===== src/rtl/serial_full_subtractor.sv =====
// Bit-serial WIDTH-bit subtractor: one full-subtractor cell plus a registered borrow,
// one bit per clock LSB first, with parallel result and final borrow on completion.
module serial_full_subtractor #(
  parameter int WIDTH = 8
) (
  input  logic             clk,
  input  logic             rst_n,
  input  logic             start,
  input  logic [WIDTH-1:0] A,
  input  logic [WIDTH-1:0] B,
  input  logic             Bin,
  output logic             busy,
  output logic             bit_valid,
  output logic             Diff_bit,
  output logic [WIDTH-1:0] Diff,
  output logic             Bout,
  output logic             done
);

  localparam int CW = $clog2(WIDTH + 1);
  localparam logic [CW-1:0] LAST_CNT = CW'(WIDTH - 1);

  typedef enum logic [1:0] {
    IDLE  = 2'd0,
    SHIFT = 2'd1,
    DONE  = 2'd2
  } state_t;

  state_t           state_r;
  state_t           next_state_s;
  logic [WIDTH-1:0] a_r;
  logic [WIDTH-1:0] b_r;
  logic [WIDTH-1:0] res_r;
  logic [CW-1:0]    cnt_r;
  logic             br_r;
  logic             d_s;
  logic             bo_s;
  logic             busy_r;
  logic             bit_valid_r;
  logic             diff_bit_r;
  logic [WIDTH-1:0] diff_r;
  logic             bout_r;
  logic             done_r;

  // Full-subtractor cell: returns {borrow_out, difference}
  function automatic logic [1:0] fs_cell(input logic a, input logic b, input logic bi);
    logic d;
    logic bo;
    d  = a ^ b ^ bi;
    bo = (~a & b) | (~(a ^ b) & bi);
    return {bo, d};
  endfunction

  // Cell evaluation on the current operand LSBs and the stored borrow
  always_comb begin
    {bo_s, d_s} = fs_cell(a_r[0], b_r[0], br_r);
  end

  // Next-state logic
  always_comb begin
    next_state_s = state_r;
    case (state_r)
      IDLE: begin
        if (start) begin
          next_state_s = SHIFT;
        end else begin
          next_state_s = IDLE;
        end
      end
      SHIFT: begin
        if (cnt_r == LAST_CNT) begin
          next_state_s = DONE;
        end else begin
          next_state_s = SHIFT;
        end
      end
      DONE:    next_state_s = IDLE;
      default: next_state_s = IDLE;
    endcase
  end

  // State register
  always_ff @(posedge clk or negedge rst_n) begin
    if (!rst_n) begin
      state_r <= IDLE;
    end else begin
      state_r <= next_state_s;
    end
  end

  // Datapath and registered outputs; start is only honoured in IDLE
  always_ff @(posedge clk or negedge rst_n) begin
    if (!rst_n) begin
      a_r         <= {WIDTH{1'b0}};
      b_r         <= {WIDTH{1'b0}};
      res_r       <= {WIDTH{1'b0}};
      cnt_r       <= {CW{1'b0}};
      br_r        <= 1'b0;
      busy_r      <= 1'b0;
      bit_valid_r <= 1'b0;
      diff_bit_r  <= 1'b0;
      diff_r      <= {WIDTH{1'b0}};
      bout_r      <= 1'b0;
      done_r      <= 1'b0;
    end else begin
      busy_r <= (next_state_s == SHIFT);
      case (state_r)
        IDLE: begin
          done_r      <= 1'b0;
          bit_valid_r <= 1'b0;
          if (start) begin
            a_r   <= A;
            b_r   <= B;
            br_r  <= Bin;
            cnt_r <= {CW{1'b0}};
          end
        end
        SHIFT: begin
          done_r      <= 1'b0;
          bit_valid_r <= 1'b1;
          diff_bit_r  <= d_s;
          br_r        <= bo_s;
          res_r       <= {d_s, res_r[WIDTH-1:1]};
          a_r         <= {1'b0, a_r[WIDTH-1:1]};
          b_r         <= {1'b0, b_r[WIDTH-1:1]};
          cnt_r       <= cnt_r + CW'(1);
        end
        DONE: begin
          done_r      <= 1'b1;
          bit_valid_r <= 1'b0;
          diff_r      <= res_r;
          bout_r      <= br_r;
        end
        default: begin
          done_r      <= 1'b0;
          bit_valid_r <= 1'b0;
        end
      endcase
    end
  end

  assign busy      = busy_r;
  assign bit_valid = bit_valid_r;
  assign Diff_bit  = diff_bit_r;
  assign Diff      = diff_r;
  assign Bout      = bout_r;
  assign done      = done_r;

endmodule

===== config.mk =====
export PLATFORM = sky130hd
export DESIGN_NAME = serial_full_subtractor
export DESIGN_NICKNAME = d
export VERILOG_FILES = /design/src/rtl/serial_full_subtractor.sv
export SDC_FILE = /design/constraint.sdc
export NUM_CORES = 1
export LEC_CHECK = 0
export BUFFER_PORTS_ARGS = -buffer_cell sky130_fd_sc_hd__buf_4
export CORE_MARGIN = 4
export CORE_UTILIZATION = 35
export DETAILED_ROUTE_END_ITERATION = 7
export HOLD_SLACK_MARGIN = 0.06
export PLACE_DENSITY_LB_ADDON = 0.2
export SKIP_CTS_REPAIR_TIMING = 1
export SLEW_MARGIN = 20
export SYNTH_ARGS = -nofsm -noshare
export SYNTH_HDL_FRONTEND = slang
export SYNTH_SLANG_ARGS = --single-unit

===== constraint.sdc =====
create_clock -name clk -period 1.6 [get_ports clk]
set_input_delay 0.24 -clock clk [delete_from_list [all_inputs] [get_ports clk]]
set_output_delay 0.24 -clock clk [all_outputs]
set_load 0.02 [all_outputs]

==> flow_summary.toml <==
[clocking]
cts_buffer_depth = 2
clk_pin_slew_ns = 0.08
numCtsBuffers = 5
clk_latency_ns = 0.29
cts_root_buf = "clkbuf_8"
clock-sinks = 43
cts-htree-levels = 2
cts_tree = "built"

[timing]
report.final.slew_viol_count = 0
maxSlewHeadroom_pct = 64.2
timing_hold_violations_final = 0
fin_tns_setup_ns = 0
fin_crit_ns = 1.43
worst_pin_slew_ns = 0.538
max_freq_mhz = 701
rsz0062_at_grt = "no"
whs_ns = 0.223
fin_skew_ns = 0.00542
setup_viol = 0
fin_crit_sh_pct = 89.2

[drt]
vias = 1305
final_antenna_net_count = 0
viasPerCell = 4.83
drt-initial-drc-count = 47
drtPass1Iterations = 4
route.detailed.drc = 0
wl_um = 3470
wire_per_inst_um = 12.9

[yosys]
synth_cell_types = 24
ys_async_sr_fraction_pct = 100
synthesis.nets = 188
ys_seq_area_share_pct = 60.9
synth_edf_count = 0
synth_top_area_share_pct = 60.9
synth_seq_cells = 43
synth.avg_cell_area_um2 = 10.6
syn_inst = 166
ys_top_cells_by_area = "dfrtp_1, nand2_1, a22oi_1"
ys_warn_count = 0
synthesis.area_um2 = 1770
yosys.area.top_type = "dfrtp_1"
synthFlopType = "dfrtp_1"

[finish]
multi_input_area_um2 = 634
area_growth_pct = 24.4
final_nets = 224
drive_above_1_share_pct = 23.2
diodes = 0
final_util_pct = 45.6
seqCellArea_um2 = 1080
fillers = 476

[setup_path]
cp_data_required_time_ns = 1.82
worstSetupPathType = "reg -> reg"
crit_path_max_fanout = 15
start_kind = "flop"
worst_ep_arrival_time_ns = 1.65
rrSetupSlack_ns = 0.17
worstSetupEndpointType = "flop"

[hold_path]
worstHoldPathType = "in -> reg"

[grt]
antenna_found_initial = 0
overflow = 0
grt_max_degree = 44
grt_pass1_wl_um = 6240
grtUsageTotal_pct = 12.6
grt_pass1_vias = 1357

[placement]
hpwl_um = 2440
gp_congestion = 0.719
io_buffers = 32

[floorplan]
core_um2 = 4820
rows = 25
die-area_um2 = 6250
start_util_pct = 36.7
die-height_um = 79.0
ios = 33
die_w_um = 79.0

[power]
peakVddDrop_v = 0.000588
p_per_area_nw_per_um2 = 1850
cellLeakagePower_nw = 1.06

[status]
status = "finished, final reports clean"

[job]
maxCapViolations = 0
[flip-flops by register name, indices dropped and copies added (netlist names)]
signal,cells
Diff,8
a_r,8
b_r,8
res_r,8
cnt_r,4
state_r,2
Bout,1
bit_valid,1
br_r,1
busy,1
done,1
[area by class of cell]
class / instances / share of cell area, %
multi-input cells: 110 / 28.9
flip-flops and latches: 43 / 49.0
repair buffers: 38 / 13.1
well taps: 67 / 3.82
inverters: 4 / 0.683
clock buffers: 8 / 4.56
[worst paths after layout]
| check | depth (start not counted) | to | startpoint |
|---|---|---|---|
| max | 4 | a_r[4]$_DFFE_PN0P_ | state_r[0]$_DFF_PN0_ |
| max reg2reg | 4 | a_r[4]$_DFFE_PN0P_ | state_r[0]$_DFF_PN0_ |
| min | 3 | b_r[6]$_DFFE_PN0P_ | B[6] |
| max in group asynchronous | 2 | Bout$_DFFE_PN0P_ | rst_n |
| min reg2reg | 2 | b_r[1]$_DFFE_PN0P_ | b_r[1]$_DFFE_PN0P_ |
| min in group asynchronous | 2 | bit_valid$_DFF_PN0_ | rst_n |
[synth_stat cells, drive strengths merged (2+ instances only)]
master  instances
nand2          44
dfrtp          43
o21ai          19
a22oi          15
mux2            9
buf             6
a21oi           5
nor2b           5
inv             4
clkbuf          3
a22o            2
nand2b          2
nor2            2
[kinds of logic (layout without fill, tap and decap cells)]
group	Yosys count	count (layout)	share of synthesized area, %
fa+ha+maj	2	2	1.84
simple gates	56	56	13.3
flops	43	43	60.9
compound gates	43	43	15.0
mux	9	9	5.74
buf+inv	13	50	3.19
[per-layer routing]
metal / global-route usage, % / wire length, µm / up-vias
li1: - / - / 632
met1: 15.3 / 1520 / 631
met2: 20.7 / 1700 / 35
met3: 4.31 / 205 / 7
met4: 4.64 / 52 / 0
met5: 0 / 0 / -
[through the flow]
stage | setup WS (ns) | cell area [µm²] | instances | total power, mW
2_1_floorplan | 0.415 | 1770 | 166 | 2.82
3_3_place_gp | 0.261 | 2090 | 261 | 3.30
3_5_place_dp | 0.174 | 2090 | 261 | 3.38
4_1_cts | 0.163 | 2190 | 269 | 4.13
5_1_grt | 0.0249 | 2200 | 270 | 4.40
6_report | 0.173 | 2200 | 270 | 4.06
[power by group]
part / leakage, nW / internal, mW / switching [mW]
combinational: 0.458 / 0.668 / 0.844
sequential: 0.554 / 1.52 / 0.286
clock: 0.0515 / 0.394 / 0.347
[critical path, stage by stage (launching register included)]
cell and delay (ns):
dfrtp_1 0.45, o21bai_1 0.46, buf_4 0.30, nand2_1 0.07
o21ai_1 0.08
[layout by cell type (no fill, tap or decap), types with 2 or more instances in the layout]
master	instances
a21oi_1	5
a22o_1	2
a22oi_1	15
buf_4	37
clkbuf_8	7
dfrtp_1	43
inv_1	3
mux2_1	8
nand2_1	44
nand2b_1	2
nor2_1	2
nor2b_1	4
o21ai_0	2
o21ai_1	17
Note: power is estimated with default switching activity, not from simulation.
